==> config.mk <==
export PLATFORM = sky130hd
export DESIGN_NAME = alu_result_fifo_flat
export DESIGN_NICKNAME = d
export VERILOG_FILES = /design/src/rtl/alu_result_fifo_if.sv /design/src/rtl/alu_result_fifo.sv /design/src/flat_wrapper.sv
export SDC_FILE = /design/constraint.sdc
export NUM_CORES = 1
export LEC_CHECK = 0
export CAP_MARGIN = 0
export CORE_MARGIN = 5
export CORE_UTILIZATION = 37
export CTS_CLUSTER_DIAMETER = 60
export DETAILED_ROUTE_END_ITERATION = 10
export PLACE_DENSITY = 0.64
export SLEW_MARGIN = 20
export SYNTH_ARGS = -nofsm -noshare
export SYNTH_HDL_FRONTEND = slang
export SYNTH_SLANG_ARGS = --single-unit
==> constraint.sdc <==
create_clock -name clk_i -period 3.8 [get_ports clk_i]
set_input_delay 0.38 -clock clk_i [delete_from_list [all_inputs] [get_ports clk_i]]
set_output_delay 0.38 -clock clk_i [all_outputs]
set_load 0.01 [all_outputs]
==> src/rtl/alu_result_fifo_if.sv <==
// alu_result_fifo_if
// Groups the producer and consumer signals of the ALU result FIFO.
//   flush            : synchronous clear of contents and drop counter
//   in_valid/res_in/op_in/in_ready     : push side (ALU result + opcode tag)
//   out_valid/res_out/op_out/out_ready : pop side, show-ahead head entry
//   count/full/empty/drop_cnt          : occupancy and lost-push status
// The master modport is the environment (ALU + consumer); the slave modport
// is the FIFO itself.
interface alu_result_fifo_if #(
  parameter int CW     = 3,
  parameter int DROP_W = 8
);
  logic              flush;
  logic              in_valid;
  logic [7:0]        res_in;
  logic [1:0]        op_in;
  logic              in_ready;
  logic              out_valid;
  logic [7:0]        res_out;
  logic [1:0]        op_out;
  logic              out_ready;
  logic [CW-1:0]     count;
  logic              full;
  logic              empty;
  logic [DROP_W-1:0] drop_cnt;

  modport master (
    output flush, in_valid, res_in, op_in, out_ready,
    input  in_ready, out_valid, res_out, op_out, count, full, empty, drop_cnt
  );

  modport slave (
    input  flush, in_valid, res_in, op_in, out_ready,
    output in_ready, out_valid, res_out, op_out, count, full, empty, drop_cnt
  );
endinterface

==> src/rtl/alu_result_fifo.sv <==
// alu_result_fifo
// Show-ahead FIFO capturing registered signed ALU results with their opcode
// tag. The ALU cannot stall, so a push into a full FIFO is dropped and counted
// in a saturating counter.
// Ports:
//   clk_i  : clock, all state updates on the rising edge
//   rst_ni : asynchronous active-low reset
//   bus    : alu_result_fifo_if.slave (handshake, data and status signals)
module alu_result_fifo #(
  parameter int DEPTH  = 4,
  parameter int CW     = $clog2(DEPTH) + 1,
  parameter int DROP_W = 8
) (
  input  logic                 clk_i,
  input  logic                 rst_ni,
  alu_result_fifo_if.slave     bus
);

  localparam int AW = $clog2(DEPTH);
  localparam logic [CW-1:0] FullCount = CW'(DEPTH);

  logic [9:0]        mem_q [DEPTH];
  logic [AW-1:0]     wr_ptr_q, wr_ptr_d;
  logic [AW-1:0]     rd_ptr_q, rd_ptr_d;
  logic [CW-1:0]     count_q, count_d;
  logic [DROP_W-1:0] drop_cnt_q, drop_cnt_d;

  logic full, empty, push, pop, drop;
  logic [9:0] head;

  // Status comes only from the registered count, so ready never depends on
  // a same-cycle pop (full + pop + push is a drop, not a pass-through).
  assign full  = (count_q == FullCount);
  assign empty = (count_q == '0);
  assign push  = bus.in_valid & ~full;
  assign drop  = bus.in_valid & full;
  assign pop   = ~empty & bus.out_ready;

  always_comb begin
    wr_ptr_d   = wr_ptr_q;
    rd_ptr_d   = rd_ptr_q;
    count_d    = count_q;
    drop_cnt_d = drop_cnt_q;
    if (bus.flush) begin
      wr_ptr_d   = '0;
      rd_ptr_d   = '0;
      count_d    = '0;
      drop_cnt_d = '0;
    end else begin
      // DEPTH is a power of two, so pointer overflow is the wrap.
      if (push) wr_ptr_d = wr_ptr_q + AW'(1);
      if (pop)  rd_ptr_d = rd_ptr_q + AW'(1);
      if (push && !pop)      count_d = count_q + CW'(1);
      else if (pop && !push) count_d = count_q - CW'(1);
      if (drop && (drop_cnt_q != '1)) drop_cnt_d = drop_cnt_q + DROP_W'(1);
    end
  end

  always_ff @(posedge clk_i or negedge rst_ni) begin
    if (!rst_ni) begin
      wr_ptr_q   <= '0;
      rd_ptr_q   <= '0;
      count_q    <= '0;
      drop_cnt_q <= '0;
    end else begin
      wr_ptr_q   <= wr_ptr_d;
      rd_ptr_q   <= rd_ptr_d;
      count_q    <= count_d;
      drop_cnt_q <= drop_cnt_d;
    end
  end

  // Storage is not reset; stale entries are never visible because the head
  // is masked whenever the FIFO is empty.
  always_ff @(posedge clk_i) begin
    if (push && !bus.flush) mem_q[wr_ptr_q] <= {bus.op_in, bus.res_in};
  end

  assign head = mem_q[rd_ptr_q];

  always_comb begin
    bus.in_ready  = ~full;
    bus.out_valid = ~empty;
    bus.count     = count_q;
    bus.full      = full;
    bus.empty     = empty;
    bus.drop_cnt  = drop_cnt_q;
    bus.res_out   = empty ? 8'd0 : head[7:0];
    bus.op_out    = empty ? 2'd0 : head[9:8];
  end

endmodule
==> src/flat_wrapper.sv <==
// flat-port wrapper written by rule: the top's interface ports become plain ports
module alu_result_fifo_flat 
#(
  parameter int DEPTH  = 4,
  parameter int CW     = $clog2(DEPTH) + 1,
  parameter int DROP_W = 8
)
  (clk_i, rst_ni, bus_flush, bus_in_valid, bus_res_in, bus_op_in, bus_out_ready, bus_in_ready, bus_out_valid, bus_res_out, bus_op_out, bus_count, bus_full, bus_empty, bus_drop_cnt);
  alu_result_fifo_if #(.CW(CW), .DROP_W(DROP_W)) bus_i ();
  input  logic clk_i;
  input  logic rst_ni;
  input wire logic [$bits(bus_i.flush)-1:0] bus_flush;
  input wire logic [$bits(bus_i.in_valid)-1:0] bus_in_valid;
  input wire logic [$bits(bus_i.res_in)-1:0] bus_res_in;
  input wire logic [$bits(bus_i.op_in)-1:0] bus_op_in;
  input wire logic [$bits(bus_i.out_ready)-1:0] bus_out_ready;
  output wire logic [$bits(bus_i.in_ready)-1:0] bus_in_ready;
  output wire logic [$bits(bus_i.out_valid)-1:0] bus_out_valid;
  output wire logic [$bits(bus_i.res_out)-1:0] bus_res_out;
  output wire logic [$bits(bus_i.op_out)-1:0] bus_op_out;
  output wire logic [$bits(bus_i.count)-1:0] bus_count;
  output wire logic [$bits(bus_i.full)-1:0] bus_full;
  output wire logic [$bits(bus_i.empty)-1:0] bus_empty;
  output wire logic [$bits(bus_i.drop_cnt)-1:0] bus_drop_cnt;
  assign bus_i.flush = bus_flush;
  assign bus_i.in_valid = bus_in_valid;
  assign bus_i.res_in = bus_res_in;
  assign bus_i.op_in = bus_op_in;
  assign bus_i.out_ready = bus_out_ready;
  assign bus_in_ready = bus_i.in_ready;
  assign bus_out_valid = bus_i.out_valid;
  assign bus_res_out = bus_i.res_out;
  assign bus_op_out = bus_i.op_out;
  assign bus_count = bus_i.count;
  assign bus_full = bus_i.full;
  assign bus_empty = bus_i.empty;
  assign bus_drop_cnt = bus_i.drop_cnt;
  alu_result_fifo #(.DEPTH(DEPTH), .CW(CW), .DROP_W(DROP_W)) u_core (.clk_i(clk_i), .rst_ni(rst_ni), .bus(bus_i));
endmodule
==> out/qor.csv <==
stage,metric,value,unit
run_status,status,"finished, final reports clean",
clock_network,clk_path_buf_depth,2,
grt,grt_pass1_vias,1552,
synth,synthDistinctLibCells,44,
grt,grt-ovfl-total,0,
synth,ys_seq_area_frac,0.621,
clock_network,htreeDepth,2,
placement,gp_congestion,0.772,
power_and_ir_drop,p_int,1.12,mW
clock_network,root_buffer,clkbuf_8,
power_and_ir_drop,seq_power_share,0.476,
timing,slew_headroom,0.500,
clock_network,cts_tree,yes,
power_and_ir_drop,leakagePower,1.07,nW
layout,nFillCells,583,
power_and_ir_drop,p_per_area,518,nW/um^2
critical_path,criticalPathCategory,flop to output port,
placement,place_area,2990,sq um
layout,fin_cells,292,
clock_network,cts_buffers,5,
timing,timing.hold.ws,0.509,ns
timing,drv_slew,0,
layout,final_common_cell,edfxtp_1,
floorplan,die_w,92.8,microns
grt,antenna_found_initial,0,
critical_path,r2r_slack,1.32,ns
critical_path,cp_cell_sequence,mux4_2 > and2_1 > clkdlybuf4s50_1,
layout,finalNetCount,232,
floorplan,start_util,0.378,
synth,ys_ff_latch,55,
timing,fin_skew,0.00670,ns
detailed_routing,first_iter_violations,44,
timing,timing.fmax,361,MHz
detailed_routing,num_vias,1515,
clock_network,clkSlewWorstSetupHoldPaths,0.10,ns
critical_path,start_kind,flop,
power_and_ir_drop,ir_drop,187,uV
placement,io_buffers,39,
timing,fin_crit,2.77,ns
detailed_routing,drtPass1Iterations,4,
power_and_ir_drop,p_total,1.59,mW
timing,setup_violations,0,
synth,syn_inst,173,
floorplan,core,6720,sq um
timing,report.final.hold_viol_count,0,
detailed_routing,routedWlPerCell,16.0,microns
floorplan,die_area,8620,sq um
critical_path,slowest_stage,dfrtp_1,
timing,fin_ws,1.03,ns
power_and_ir_drop,combPwrFrac,0.319,
placement,post-place-cells,284,
detailed_routing,finalWirelength,4.68,mm
power_and_ir_drop,sw_frac_of_total,0.299,
grt,grt_pass1_wl,8.00,mm
clock_network,clock_latency,0.31,ns
layout,diodes,0,
detailed_routing,ant_nets,0,
floorplan,die_h,92.8,microns
grt,grt_max_degree,19,
floorplan,rows,30,
layout,seqCellArea,1580,sq um
critical_path,cpPeakStageDelay,0.82,ns
critical_path,cp.required,3.42,ns
flow_run,drv_cap,0,
synth,ys.flop_type,edfxtp_1,
hold_path,hp-class,input port to asynchronous set/reset pin,
layout,final_cell_mix,"40 x edfxtp_1, 39 x clkdlybuf4s50_1, 15 x dfrtp_1",
clock_network,cts.sinks,55,
power_and_ir_drop,p_sw,0.476,mW
detailed_routing,routed_via_density,5.19,
detailed_routing,drc,0,
synth,yosysWarningCount,0,
timing,min_period_over_period,0.729,
synth,synth_edf_count,40,
layout,multiInputGateArea,885,sq um
clock_network,cts_resized,0,
timing,rsz0062_at_grt,no,
layout,final_area,3080,sq um
layout,drive_gt1_frac,0.108,
layout,syn2layout_area_growth,21.1,%
layout,final_core_util,0.458,
timing,final.setup.tns,0,ns
synth,synth_area,2540,sq um
placement,dpl.hpwl,3.13,mm
synth,async_flop_share,0.273,
synth,syn_area_per_cell,14.7,sq um
power_and_ir_drop,clockPowerShare,0.205,
critical_path,end_kind,output port,
critical_path,cp_max_fo,12,
clock_network,cts_setup_buffers,0,
placement,dp_worst_setup_slack,1.21,ns
synth,syn-num-nets,194,
grt,grt_usage,0.117,
clock_network,hold_buffers,0,
critical_path,arrival,2.39,ns
floorplan,num_io_pins,40,
timing,worst_slew_pin_slew,0.748,ns
==> sequential cells by signal (all words and copies together) (netlist names) <==
signal,cells
u_core.rd_ptr_q,2
u_core.mem_q,40
u_core.bus.count,3
u_core.wr_ptr_q,2
u_core.bus.drop_cnt,8
==> synth_stat cells (all sizes together) (2+ instances only) <==
cell	count	area [sq um]
a211oi	2	15.0
nor4	4	52.6
edfxtp	40	1200
xor2	4	35.0
clkbuf	4	15.0
xnor2	3	26.3
nor2	12	45.0
nor3	2	10.0
ha	5	62.6
a21oi	5	25.0
and2	14	87.6
o21ai	5	25.0
mux2i	2	20.0
nand2	8	30.0
nand3	5	25.0
buf	5	36.3
dfrtp	15	375
mux4	10	225
inv	7	26.3
==> final cells by class <==
| cell class | instances | area share |
|---|---|---|
| Timing Repair Buffer | 40 | 0.129 |
| Multi-Input combinational cell | 102 | 0.288 |
| Tap cell | 80 | 0.0325 |
| Clock buffer | 5 | 0.0224 |
| Inverter | 7 | 0.00854 |
| Clock inverter | 3 | 0.00692 |
| Sequential cell | 55 | 0.513 |
==> kinds of logic after synthesis <==
family          after synthesis  synth area share
compound gates               22            0.0587
xor+xnor                      7            0.0242
fa+ha+maj                     6            0.0325
buf+inv                      16            0.0306
flops                        55             0.621
mux                          12            0.0966
simple gates                 55             0.137
==> worst paths after layout <==
check                                    startpoint                endpoint  cells after the start
worst max-delay path             u_core.rd_ptr_q[0]          bus_res_out[7]                      3
worst max register to register  u_core.bus.count[2]     u_core.bus.count[1]                      7
max in group asynchronous                    rst_ni      u_core.rd_ptr_q[1]                      1
min in group clk_i               u_core.wr_ptr_q[1]      u_core.wr_ptr_q[1]                      2
worst min-delay path                         rst_ni  u_core.bus.drop_cnt[1]                      1
worst min register to register   u_core.wr_ptr_q[1]      u_core.wr_ptr_q[1]                      2
==> worst max-delay path: cells and delay by family, from the launching register on <==
kind,cells,cell delay (ns)
multiplexers,1,0.59
AND/OR/NAND/NOR,1,0.20
buffers and inverters,1,0.48
flip-flops,1,0.82
==> routing by layer <==
layer	vias up	wire length (microns)	GRT usage
met4	0	61	0.0366
li1	733	-	-
met1	750	2160	0.156
met2	26	2280	0.191
met3	6	172	0.0268
met5	-	0	0
==> power groups by stage <==
stage | Combinational [mW] | Sequential [mW] | Clock (mW)
floorplan | 0.332 | 0.730 | 0
global placement | 0.510 | 0.774 | 0
detailed placement | 0.516 | 0.774 | 0
CTS | 0.518 | 0.762 | 0.336
global route | 0.555 | 0.772 | 0.366
finish | 0.508 | 0.759 | 0.327
No activity file was read; power rests on OpenSTA's default activity.
